## config.mk

```make
export PLATFORM = sky130hd
export DESIGN_NAME = execute_sequencer
export DESIGN_NICKNAME = d
export VERILOG_FILES = /design/src/rtl/execute_sequencer.sv
export SDC_FILE = /design/constraint.sdc
export NUM_CORES = 1
export LEC_CHECK = 0
export CAP_MARGIN = 20
export CORE_AREA = 2 2 45 47
export DETAILED_ROUTE_END_ITERATION = 7
export DIE_AREA = 0 0 47 49
export MAX_ROUTING_LAYER = met4
export PLACE_DENSITY = 0.72
export SLEW_MARGIN = 20
export SYNTH_ARGS = -nofsm -noshare
export SYNTH_HDL_FRONTEND = slang
export SYNTH_SLANG_ARGS = --single-unit
```

## constraint.sdc

```tcl
create_clock -name clk -period 1.9 [get_ports clk]
set_clock_uncertainty 0.05 [all_clocks]
set_input_delay 0.475 -clock clk [delete_from_list [all_inputs] [get_ports clk]]
set_output_delay 0.475 -clock clk [all_outputs]
set_load 0.005 [all_outputs]
```

## src/rtl/execute_sequencer.sv

```systemverilog
// Execute-phase sequencer for the 8-bit SAP core: decodes the latched
// opcode and drives datapath strobes one step per clock.
// Ports: clk, rst (sync, active-high), start/opcode from fetch,
//   carry_flag/zero_flag from ALU flags; busy/done/halted/illegal/step_out
//   status back to fetch; ir_out..out_load datapath control strobes.
module execute_sequencer #(
    parameter int OPCODE_W = 4,
    parameter int STEP_W   = 2
) (
    input  logic                clk,
    input  logic                rst,
    input  logic                start,
    input  logic [OPCODE_W-1:0] opcode,
    input  logic                carry_flag,
    input  logic                zero_flag,
    output logic                busy,
    output logic                done,
    output logic                halted,
    output logic                illegal,
    output logic [STEP_W-1:0]   step_out,
    output logic                ir_out,
    output logic                mar_load,
    output logic                ram_read,
    output logic                ram_write,
    output logic                a_load,
    output logic                a_out,
    output logic                b_load,
    output logic                alu_out,
    output logic                alu_sub,
    output logic                flags_load,
    output logic                pc_load,
    output logic                out_load
);

    typedef enum logic [2:0] {
        IDLE, S1, S2, S3, DONE, HALT
    } state_t;

    localparam logic [OPCODE_W-1:0] OP_NOP = OPCODE_W'(0);
    localparam logic [OPCODE_W-1:0] OP_LDA = OPCODE_W'(1);
    localparam logic [OPCODE_W-1:0] OP_ADD = OPCODE_W'(2);
    localparam logic [OPCODE_W-1:0] OP_SUB = OPCODE_W'(3);
    localparam logic [OPCODE_W-1:0] OP_STA = OPCODE_W'(4);
    localparam logic [OPCODE_W-1:0] OP_LDI = OPCODE_W'(5);
    localparam logic [OPCODE_W-1:0] OP_JMP = OPCODE_W'(6);
    localparam logic [OPCODE_W-1:0] OP_JC  = OPCODE_W'(7);
    localparam logic [OPCODE_W-1:0] OP_JZ  = OPCODE_W'(8);
    localparam logic [OPCODE_W-1:0] OP_OUT = OPCODE_W'(14);
    localparam logic [OPCODE_W-1:0] OP_HLT = OPCODE_W'(15);

    state_t              state_q, state_d;
    logic [OPCODE_W-1:0] op_q, op_d;
    logic [1:0]          nsteps;

    // Step count per opcode; 0 covers NOP, HLT and undefined opcodes.
    function automatic logic [1:0] steps_of(input logic [OPCODE_W-1:0] op);
        logic [1:0] n;
        n = 2'd0;
        case (op)
            OP_LDA, OP_STA:                         n = 2'd2;
            OP_ADD, OP_SUB:                         n = 2'd3;
            OP_LDI, OP_JMP, OP_JC, OP_JZ, OP_OUT:   n = 2'd1;
            default:                                n = 2'd0;
        endcase
        return n;
    endfunction

    assign nsteps = steps_of(op_q);

    always_ff @(posedge clk) begin
        if (rst) begin
            state_q <= IDLE;
            op_q    <= '0;
        end else begin
            state_q <= state_d;
            op_q    <= op_d;
        end
    end

    always_comb begin
        state_d    = state_q;
        op_d       = op_q;
        done       = 1'b0;
        illegal    = 1'b0;
        step_out   = '0;
        ir_out     = 1'b0;
        mar_load   = 1'b0;
        ram_read   = 1'b0;
        ram_write  = 1'b0;
        a_load     = 1'b0;
        a_out      = 1'b0;
        b_load     = 1'b0;
        alu_out    = 1'b0;
        alu_sub    = 1'b0;
        flags_load = 1'b0;
        pc_load    = 1'b0;
        out_load   = 1'b0;

        case (state_q)
            IDLE: begin
                if (start) begin
                    op_d = opcode;
                    if (opcode == OP_HLT)
                        state_d = HALT;
                    else if (steps_of(opcode) == 2'd0)
                        state_d = DONE;
                    else
                        state_d = S1;
                end
            end
            S1: begin
                step_out = STEP_W'(1);
                state_d  = (nsteps == 2'd1) ? DONE : S2;
                case (op_q)
                    OP_LDA, OP_ADD, OP_SUB, OP_STA: begin
                        ir_out   = 1'b1;
                        mar_load = 1'b1;
                    end
                    OP_LDI: begin
                        ir_out = 1'b1;
                        a_load = 1'b1;
                    end
                    OP_JMP: begin
                        ir_out  = 1'b1;
                        pc_load = 1'b1;
                    end
                    OP_JC: begin
                        ir_out  = 1'b1;
                        pc_load = carry_flag;
                    end
                    OP_JZ: begin
                        ir_out  = 1'b1;
                        pc_load = zero_flag;
                    end
                    OP_OUT: begin
                        a_out    = 1'b1;
                        out_load = 1'b1;
                    end
                    default: ;
                endcase
            end
            S2: begin
                step_out = STEP_W'(2);
                state_d  = (nsteps == 2'd2) ? DONE : S3;
                case (op_q)
                    OP_LDA: begin
                        ram_read = 1'b1;
                        a_load   = 1'b1;
                    end
                    OP_ADD, OP_SUB: begin
                        ram_read = 1'b1;
                        b_load   = 1'b1;
                    end
                    OP_STA: begin
                        a_out     = 1'b1;
                        ram_write = 1'b1;
                    end
                    default: ;
                endcase
            end
            S3: begin
                step_out = STEP_W'(3);
                state_d  = DONE;
                if (op_q == OP_ADD || op_q == OP_SUB) begin
                    alu_out    = 1'b1;
                    a_load     = 1'b1;
                    flags_load = 1'b1;
                    alu_sub    = (op_q == OP_SUB);
                end
            end
            DONE: begin
                done    = 1'b1;
                // Zero-step opcodes other than NOP/HLT are undefined.
                illegal = (nsteps == 2'd0) && (op_q != OP_NOP)
                          && (op_q != OP_HLT);
                state_d = IDLE;
            end
            HALT:    state_d = HALT;
            default: state_d = IDLE;
        endcase
    end

    assign busy   = (state_q != IDLE) && (state_q != HALT);
    assign halted = (state_q == HALT);

endmodule

```

==> results.sh, run 1 <==
export IMPL_tritoncts_num_sinks=9
export IMPL_cap_viol_max_count=0
export IMPL_timing_critical_path_fanout_max=5
export IMPL_worst_hold_path_num_cells=2
export IMPL_track_usage=0.237
export IMPL_detail_route_antenna_nets=0
export IMPL_io_buffer_count=26
export IMPL_final_area_um2=1400
export IMPL_wire_length_of_the_first_global_routing_pass_mm=3.92
export IMPL_number_of_buffers_added_to_fix_hold_violations_after_cts=0
export IMPL_die_area_um2=2300
export IMPL_timing_hold_worst_class="reg -> reg"
export IMPL_most_common_cell_after_layout_fill_and_taps_aside="sky130_fd_sc_hd__buf_4"
export IMPL_route_detailed_vias_per_inst=5.17
export IMPL_grt_pass1_vias=925
export IMPL_core_area_um2=1840
export IMPL_cts_reportedPaths_clkPinSlew_ns=0.06
export IMPL_ys_ff_latch=9
export IMPL_syn_area_um2=756
export IMPL_report_final_slew_viol_count=0
export IMPL_rows=16
export IMPL_route_vias_total=992
export IMPL_synth_top_cells_by_area="sky130_fd_sc_hd__dfxtp_1 24%, sky130_fd_sc_hd__nor2_1 6.5%, sky130_fd_sc_hd__a21oi_1 5.3%, sky130_fd_sc_hd__mux2i_1 5.3%, sky130_fd_sc_hd__nand2_1 4.5%"
export IMPL_dpl_instance_area_um2=1240
export IMPL_synth_top_cell_area_share=0.238
export IMPL_synth_cell_type_count=34
export IMPL_cp_required_ns=1.37
export IMPL_cts_root_buf="sky130_fd_sc_hd__clkbuf_4"
export IMPL_p_per_area_nw_per_um2=573
export IMPL_layout_common_cells="30 x sky130_fd_sc_hd__buf_4, 11 x sky130_fd_sc_hd__buf_2, 9 x sky130_fd_sc_hd__nor2_1"
export IMPL_htree_num_levels=1
export IMPL_hold_viol_final=0
export IMPL_outcome="finished with violations"
export IMPL_clk_path_buf_depth=2
export IMPL_syn2layout_area_growth_pct=85.3
export IMPL_cp_arrival_ns=1.42
export IMPL_worstMarginPinSlew_ns=0.306
export IMPL_failed_checks="setup timing"
export IMPL_drive_above_1_share=0.509
export IMPL_ios=27
export IMPL_die_width_um=47
export IMPL_crit_path_start_kind="flop"
export IMPL_antenna_violations_before_repair=0
export IMPL_gr_total_overflow=0
export IMPL_place_worst_setup_slack_ns=-0.415
export IMPL_hold_slack_ns=0.620
export IMPL_static_leakage_power_nw=0.643
export IMPL_die_y_um=49
export IMPL_finalSetupViolCount=3
export IMPL_synthCells=106
export IMPL_globalplace_congestion=0.801
export IMPL_hpwl_mm=1.73
export IMPL_post_route_min_period_ns=1.95
export IMPL_asyncSetResetFlopFracSynth=0
export IMPL_tns_ns=-0.0982
export IMPL_detail_route_drc_violations=0
export IMPL_ys_dominant_reg_cell="sky130_fd_sc_hd__dfxtp_1"
export IMPL_setup_slack_ns=-0.0473
export IMPL_drt_pass1_iterations=4
export IMPL_final_net_count=175
export IMPL_post_layout_total_power_mw=0.803
export IMPL_unrepaired_setup_endpoints_after_global_routing="true"
export IMPL_clk_insertion_delay_late_ns=0.26
export IMPL_initial_utilization=0.410
export IMPL_tritoncts_num_buffers=3
export IMPL_syn_avg_cell_area_um2=7.13
export IMPL_cts_tree="done"
export IMPL_worstSetupPathType="reg -> out"
export IMPL_worstRegToRegCells=7
export IMPL_n_antenna_cell=0
export IMPL_synth_net_count=115
export IMPL_synthDominantAreaCellType="sky130_fd_sc_hd__dfxtp_1"
export IMPL_synth_warning_count=0
export IMPL_synth_edff_count=0
export IMPL_endpoint_kind="primary output"
export IMPL_grt_start_max_net_pins=11
export IMPL_synth_sequential_area_ratio=0.238
export IMPL_slew_headroom=0.796
export IMPL_drt_wl_total_mm=2.45
export IMPL_maximum_achievable_frequency_mhz=514
export IMPL_post_route_period_util=1.02
export IMPL_wl_per_cell_um=12.8
export IMPL_drtIter0Drc=8
export IMPL_worst_case_vdd_ir_drop_uv=405
-- area by class of cell --
type	count	area (um^2)
clock buffers	4	26.3
fillers	141	442
inverters	4	15.0
multi-input cells	86	637
flip-flops and latches	9	196
well taps	27	33.8
repair buffers	62	492
-- worst paths after layout --
check | from | to | slack (ns)
worst min-delay path | nsteps[1]$_SDFF_PP0_ | state_q[1]$_SDFFE_PP0P_ | 0.62
worst max-delay path | state_q[2]$_SDFFE_PP0P_ | a_out | -0.05
worst max register to register | state_q[0]$_SDFFE_PP0P_ | nsteps[1]$_SDFF_PP0_ | 0.11
worst min register to register | nsteps[1]$_SDFF_PP0_ | state_q[1]$_SDFFE_PP0P_ | 0.62
-- metrics by stage --
step,util,std cells
after floorplan,-,106
after global placement,0.675,182
after global routing,0.760,192
after detailed placement,0.675,182
after CTS,0.734,193
final,0.760,192
-- registers in the layout, indices dropped and copies added, names as in the netlist --
signal	cells
nsteps	2
state_q	3
op_q	4
-- synthesized netlist by cell type (2+ instances only) --
cell and n:
sky130_fd_sc_hd__a21o_1 2, sky130_fd_sc_hd__a21oi_1 8, sky130_fd_sc_hd__a31oi_1 4, sky130_fd_sc_hd__clkbuf_1 5
sky130_fd_sc_hd__dfxtp_1 9, sky130_fd_sc_hd__inv_1 4, sky130_fd_sc_hd__mux2i_1 4, sky130_fd_sc_hd__nand2_1 9
sky130_fd_sc_hd__nand2b_1 5, sky130_fd_sc_hd__nand3_1 3, sky130_fd_sc_hd__nand4b_1 2, sky130_fd_sc_hd__nor2_1 13
sky130_fd_sc_hd__nor2b_1 4, sky130_fd_sc_hd__nor3_1 6, sky130_fd_sc_hd__nor3b_1 2, sky130_fd_sc_hd__nor4_1 2
sky130_fd_sc_hd__o211ai_1 2, sky130_fd_sc_hd__o21ai_0 2, sky130_fd_sc_hd__o21bai_1 2, sky130_fd_sc_hd__or3_1 3
sky130_fd_sc_hd__xor2_1 2
-- metal layers --
| metal | vias to the layer above | global-route usage | part of all wire |
|---|---|---|---|
| li1 | 501 | - | - |
| met1 | 453 | 0.256 | 0.41 |
| met2 | 32 | 0.432 | 0.53 |
| met3 | 6 | 0.0296 | 0.047 |
| met4 | 0 | 0.0648 | 0.016 |
| met5 | - | - | 0 |
-- where the power goes --
part           internal (mW)  switching (mW)  leakage (nW)  total (mW)
combinational          0.230           0.192         0.551       0.422
clock                 0.0809          0.0668        0.0150       0.148
sequential             0.213          0.0205        0.0772       0.233
-- timing repair --
action / in CTS / in global routing
setup buffers: 8 / 0
gates cloned: 0 / 0
pin swaps: 13 / 5
resized for setup: 80 / 21
hold endpoints to repair: 0 / 0
setup endpoints to repair: 18 / 15
-- worst max-delay path, cell delays in order, from the launching register on --
cell                       delay, ns
sky130_fd_sc_hd__dfxtp_4        0.36
sky130_fd_sc_hd__and2b_2        0.23
sky130_fd_sc_hd__nand2b_1       0.07
sky130_fd_sc_hd__or2_4          0.24
sky130_fd_sc_hd__a21oi_2        0.14
sky130_fd_sc_hd__buf_2          0.12
-- kinds of logic (layout without fill, tap and decap cells) --
family          Yosys count  count (layout)  synth area share
buf+inv                  11              70            0.0613
xor+xnor                  2               2            0.0232
compound gates           22              22             0.180
flops                     9               9             0.238
simple gates             57              57             0.429
mux                       5               5            0.0679
Power figures use the tool's default switching activity.
==> run 2: changes to the inputs <==
- CTS_BUF_LIST: not set -> sky130_fd_sc_hd__clkbuf_16
==> run 2 against run 1 <==
The flow still finishes with violations (setup timing). Maximum frequency shrank 2.7%. Setup slack got worse by 0.055 ns. Non-clock buffer count grew 1. Die area unchanged. Sequential power up 3%. Sequential share of layout area is 0.70 points lower. Largest power group unchanged.
==> results.sh, run 2 (synthesized netlist as in run 1, its figures left out) <==
export IMPL_maximum_achievable_frequency_mhz=499
export IMPL_utilization=0.795
export IMPL_htree_num_levels=1
export IMPL_rows=16
export IMPL_detail_route_antenna_nets=0
export IMPL_clk_insertion_delay_late_ns=0.24
export IMPL_worstMarginPinSlew_ns=0.348
export IMPL_final_net_count=176
export IMPL_outcome="finished with violations"
export IMPL_detail_route_drc_violations=0
export IMPL_syn2layout_area_growth_pct=93.7
export IMPL_most_common_cell_after_layout_fill_and_taps_aside="sky130_fd_sc_hd__buf_4"
export IMPL_die_y_um=49
export IMPL_ios=27
export IMPL_slew_headroom=0.768
export IMPL_tritoncts_num_sinks=9
export IMPL_hpwl_mm=1.73
export IMPL_number_of_filler_instances_in_the_final_layout=126
export IMPL_cts_root_buf="sky130_fd_sc_hd__clkbuf_16"
export IMPL_number_of_buffers_added_to_fix_hold_violations_after_cts=0
export IMPL_min_to="state_q[2]$_SDFFE_PP0P_"
export IMPL_gr_total_overflow=0
export IMPL_timing_critical_path_fanout_max=6
export IMPL_unrepaired_setup_endpoints_after_global_routing="true"
export IMPL_crit_reg_reg_endpoint="nsteps[1]$_SDFF_PP0_"
export IMPL_grt_pass1_vias=888
export IMPL_cp_required_ns=1.37
export IMPL_grt_start_max_net_pins=11
export IMPL_route_vias_total=1015
export IMPL_endpoint_kind="primary output"
export IMPL_static_leakage_power_nw=0.671
export IMPL_finalSetupViolCount=4
export IMPL_post_route_period_util=1.05
export IMPL_worstSetupPathType="reg -> out"
export IMPL_p_per_area_nw_per_um2=711
export IMPL_worst_hold_path_num_cells=2
export IMPL_hold_viol_final=0
export IMPL_place_worst_setup_slack_ns=-0.415
export IMPL_initial_utilization=0.410
export IMPL_largest_register_ffs=4
export IMPL_cts_tree="done"
export IMPL_tns_ns=-0.196
export IMPL_die_width_um=47
export IMPL_layout_common_cells="30 x sky130_fd_sc_hd__buf_4, 10 x sky130_fd_sc_hd__nor2_1, 9 x sky130_fd_sc_hd__buf_2"
export IMPL_report_final_slew_viol_count=0
export IMPL_cap_viol_max_count=0
export IMPL_tritoncts_num_buffers=3
export IMPL_post_route_min_period_ns=2.00
export IMPL_globalplace_congestion=0.801
export IMPL_io_buffer_count=26
export IMPL_setup_slack_ns=-0.102
export IMPL_n_antenna_cell=0
export IMPL_clk_path_buf_depth=2
export IMPL_min_from="state_q[2]$_SDFFE_PP0P_"
export IMPL_core_area_um2=1840
export IMPL_cts_reportedPaths_clkPinSlew_ns=0.04
export IMPL_area_used_by_multi_input_combinational_logic_um2=639
export IMPL_crit_path_start_kind="flop"
export IMPL_wl_per_cell_um=13.7
export IMPL_worst_case_vdd_ir_drop_uv=768
export IMPL_route_detailed_vias_per_inst=5.26
export IMPL_register_name_with_the_most_flops="op_q"
export IMPL_wire_length_of_the_first_global_routing_pass_mm=3.95
export IMPL_ff_latch_area_um2=195
export IMPL_drt_wl_total_mm=2.64
export IMPL_drt_pass1_iterations=4
export IMPL_drtIter0Drc=21
export IMPL_drive_above_1_share=0.482
export IMPL_die_area_um2=2300
export IMPL_failed_checks="setup timing"
export IMPL_cp_arrival_ns=1.48
export IMPL_antenna_violations_before_repair=0
export IMPL_worstRegToRegCells=7
export IMPL_track_usage=0.243
export IMPL_timing_hold_worst_class="reg -> reg"
export IMPL_layout_cells_non_filler=193
export IMPL_place_detailed_instances=182
export IMPL_reg2reg_from="state_q[1]$_SDFFE_PP0P_"
export IMPL_post_layout_total_power_mw=1.04
export IMPL_r2r_slack_ns=0.12
[run 2: cell types whose count changed in the layout (fill, tap and decap cells not counted), moves of 2 or more]
cell	previous run	this run
sky130_fd_sc_hd__clkbuf_16	0	3
sky130_fd_sc_hd__clkbuf_4	3	0
sky130_fd_sc_hd__buf_2	11	9
sky130_fd_sc_hd__clkbuf_2	1	3
sky130_fd_sc_hd__nand2_1	4	6
sky130_fd_sc_hd__nand2_2	5	3
[run 2: worst max-delay path by stage]
stage | from | end | slack [ns] | cells after the start
6_report | state_q[2]$_SDFFE_PP0P_ | busy | -0.10 | 5
5_1_grt | state_q[2]$_SDFFE_PP0P_ | busy | -0.14 | 5
4_1_cts | state_q[2]$_SDFFE_PP0P_ | busy | -0.10 | 5
3_5_place_dp | carry_flag | pc_load | -0.41 | 5
3_3_place_gp | carry_flag | pc_load | -0.36 | 5
2_1_floorplan | state_q[2]$_SDFFE_PP0P_ | a_out | 0.06 | 5
[run 2: layer usage]
layer / GRT usage / share of wire / up-vias
met1: 0.275 / 0.40 / 465
met2: 0.427 / 0.53 / 42
li1: - / - / 500
met3: 0.0222 / 0.048 / 8
met4: 0.0833 / 0.028 / 0
met5: - / 0 / -
[run 2: cell type report]
cell class	instances	area share
multi-input cells	86	0.437
repair buffers	63	0.343
flip-flops and latches	9	0.133
clock buffers	3	0.0513
well taps	27	0.0231
inverters	4	0.0103
clock inverters	1	0.00256
[run 2: what timing repair did]
item	4_1_cts	5_1_grt
setup buffers	6	2
resized for setup	75	22
setup endpoints to repair	18	15
pin swaps	11	8
[run 2: power breakdown]
group	leakage, nW	internal [mW]	switching, mW
Combinational	0.552	0.238	0.192
Sequential	0.0768	0.214	0.0277
Clock	0.0423	0.275	0.0950
[run 2: critical path: stages (launching register included)]
cell	delay (ns)
sky130_fd_sc_hd__dfxtp_4	0.36
sky130_fd_sc_hd__and2b_1	0.20
sky130_fd_sc_hd__buf_6	0.12
sky130_fd_sc_hd__buf_6	0.10
sky130_fd_sc_hd__or3_1	0.32
sky130_fd_sc_hd__buf_2	0.13
[run 2: metrics by stage]
step                      hold slack [ns]  instance area [um^2]
after CTS                           0.541                  1410
after detailed placement            0.574                  1240
final                               0.539                  1460
after global placement              0.553                  1240
after floorplan                     0.494                   756
after global routing                0.554                  1460
==> run 3: changes to the inputs <==
- CORE_AREA: 2 2 45 47 -> 2 2 44 46
- CTS_CLUSTER_SIZE: not set -> 25
- DIE_AREA: 0 0 47 49 -> 0 0 46 48
- PLACE_DENSITY: 0.72 -> 0.76
- clock period: 1.9 -> 2.55 ns (I/O delays scaled with it)
==> run 3 against run 2 <==
The flow now finishes without violations. Largest power group is now clock. Critical path depth did not move. Combinational power fell by 48%. Largest cell class unchanged. Non-clock buffer count fell by 28. Clock-buffer cell count did not move. Register-to-register slack improved by 0.60 ns.
==> results.sh, run 3 (synthesized netlist as in run 1, its figures left out) <==
export IMPL_finalSetupViolCount=0
export IMPL_cap_viol_max_count=0
export IMPL_core_area_um2=1690
export IMPL_post_route_period_util=0.960
export IMPL_setup_slack_ns=0.101
export IMPL_most_common_cell_after_layout_fill_and_taps_aside="sky130_fd_sc_hd__clkdlybuf4s50_1"
export IMPL_die_area_um2=2210
export IMPL_tritoncts_num_buffers=3
export IMPL_maximum_achievable_frequency_mhz=408
export IMPL_cp_required_ns=1.86
export IMPL_grt_busiest_layer="met2"
export IMPL_die_width_um=46
export IMPL_clk_path_buf_depth=2
export IMPL_worst_case_vdd_ir_drop_uv=386
export IMPL_slew_headroom=0.743
export IMPL_wl_per_cell_um=13.7
export IMPL_drt_pass1_iterations=4
export IMPL_tritoncts_num_sinks=9
export IMPL_number_of_filler_instances_in_the_final_layout=144
export IMPL_intPower_mw=0.480
export IMPL_utilization=0.690
export IMPL_cp_arrival_ns=1.76
export IMPL_min_from="state_q[2]$_SDFFE_PP0P_"
export IMPL_drtIter0Drc=20
export IMPL_share_clk_of_total_power=0.400
export IMPL_endpoint_kind="primary output"
export IMPL_largest_register_ffs=4
export IMPL_htree_num_levels=1
export IMPL_grt_met1_usage=0.251
export IMPL_r2r_slack_ns=0.72
export IMPL_clk_insertion_delay_late_ns=0.23
export IMPL_final_area_um2=1160
export IMPL_detail_route_drc_violations=0
export IMPL_grt_start_max_net_pins=12
export IMPL_gr_total_overflow=0
export IMPL_dpl_instance_area_um2=1070
export IMPL_reg2reg_from="state_q[1]$_SDFFE_PP0P_"
export IMPL_cts_reportedPaths_clkPinSlew_ns=0.04
export IMPL_crit_reg_reg_endpoint="nsteps[0]$_DFF_P_"
export IMPL_timing_critical_path_fanout_max=8
export IMPL_register_name_with_the_most_flops="op_q"
export IMPL_hold_slack_ns=0.491
export IMPL_final_net_count=148
export IMPL_worstMarginPinSlew_ns=0.375
export IMPL_worstSetupPathType="reg -> out"
export IMPL_static_leakage_power_nw=0.479
export IMPL_cts_tree="done"
export IMPL_worst_hold_path_num_cells=2
export IMPL_rows=15
export IMPL_antenna_violations_before_repair=0
export IMPL_route_vias_total=868
export IMPL_worstRegToRegCells=6
export IMPL_n_antenna_cell=0
export IMPL_layout_common_cells="23 x sky130_fd_sc_hd__clkdlybuf4s50_1, 12 x sky130_fd_sc_hd__nor2_1, 9 x sky130_fd_sc_hd__nand2_1, 9 x sky130_fd_sc_hd__buf_4, 8 x sky130_fd_sc_hd__a21oi_1"
export IMPL_cts_root_buf="sky130_fd_sc_hd__clkbuf_16"
export IMPL_outcome="complete, no violations"
export IMPL_io_buffer_count=26
export IMPL_min_to="state_q[0]$_SDFFE_PP0P_"
export IMPL_timing_hold_worst_class="reg -> reg"
export IMPL_globalplace_congestion=0.831
export IMPL_comb_power_share=0.330
export IMPL_detail_route_antenna_nets=0
export IMPL_global_route_usage_met3=0.0453
export IMPL_power_switching_mw=0.196
export IMPL_crit_path_start_kind="flop"
export IMPL_route_detailed_vias_per_inst=5.60
export IMPL_track_usage=0.225
export IMPL_p_per_area_nw_per_um2=580
export IMPL_wire_length_of_the_first_global_routing_pass_mm=3.34
export IMPL_post_route_min_period_ns=2.45
export IMPL_initial_utilization=0.447
export IMPL_seq_power_share=0.269
export IMPL_hpwl_mm=1.59
export IMPL_use_met2=0.400
export IMPL_drive_above_1_share=0.167
export IMPL_report_final_slew_viol_count=0
export IMPL_layout_cells_non_filler=155
export IMPL_place_detailed_instances=151
export IMPL_unrepaired_setup_endpoints_after_global_routing="false"
export IMPL_grt_pass1_vias=743
export IMPL_place_worst_setup_slack_ns=-0.0652
export IMPL_number_of_buffers_added_to_fix_hold_violations_after_cts=0
export IMPL_netSwitchingFraction=0.290
export IMPL_drt_wl_total_mm=2.12
export IMPL_hold_viol_final=0
export IMPL_syn2layout_area_growth_pct=54.1
export IMPL_die_y_um=48
export IMPL_post_cts_setup_buffers=0
export IMPL_ios=27
run 3: critical path, cell delays in order, from the launching register on:
cell and delay [ns]:
sky130_fd_sc_hd__dfxtp_2 0.34, sky130_fd_sc_hd__and2b_2 0.25, sky130_fd_sc_hd__nand2b_1 0.07, sky130_fd_sc_hd__buf_4 0.16
sky130_fd_sc_hd__nor3_1 0.18, sky130_fd_sc_hd__clkdlybuf4s50_1 0.53
run 3: layout make-up:
class                      instances  area, um^2  share of cell area
multi-input combinational         86         538               0.462
timing repair buffer              35         328               0.281
inverter                           4        15.0              0.0129
tap                               17        21.3              0.0183
clock buffer                       3        75.1              0.0644
clock inverter                     1        3.75             0.00322
sequential                         9         184               0.158
run 3: worst max-delay path by stage:
stage                       startpoint        to  slack, ns  cells past startpoint
3_3_place_gp                carry_flag   pc_load      -0.04                      5
2_1_floorplan  state_q[2]$_SDFFE_PP0P_     a_out       0.54                      5
4_1_cts        state_q[2]$_SDFFE_PP0P_     a_out       0.03                      5
3_5_place_dp                carry_flag   pc_load      -0.07                      5
6_report       state_q[2]$_SDFFE_PP0P_  out_load       0.10                      5
5_1_grt           op_q[3]$_SDFFE_PP0P_   alu_sub      0.001                      6
run 3: through the flow:
stage | total power [mW] | TNS [ns]
global placement | 0.390 | -0.0446
detailed placement | 0.400 | -0.0652
floorplan | 0.307 | 0
global route | 0.712 | 0
CTS | 0.675 | 0
finish | 0.676 | 0
run 3: per-layer routing:
metal / routed length (um) / vias up
met5: 0 / -
met4: 10 / 0
met3: 104 / 2
met2: 1090 / 36
met1: 913 / 384
li1: - / 446
run 3: timing repair:
action                                  CTS  global route
endpoints found under the setup margin    3             3
pin swaps                                 0             0
resized for setup                         5             4
gates cloned                              0             0
hold endpoints to repair                  0             0
run 3: power groups by stage:
stage               Combinational (mW)  Sequential, mW  Clock (mW)
floorplan                        0.135           0.171           0
global placement                 0.210           0.180           0
detailed placement               0.219           0.181           0
CTS                              0.222           0.181       0.273
global route                     0.247           0.185       0.280
finish                           0.223           0.182       0.271
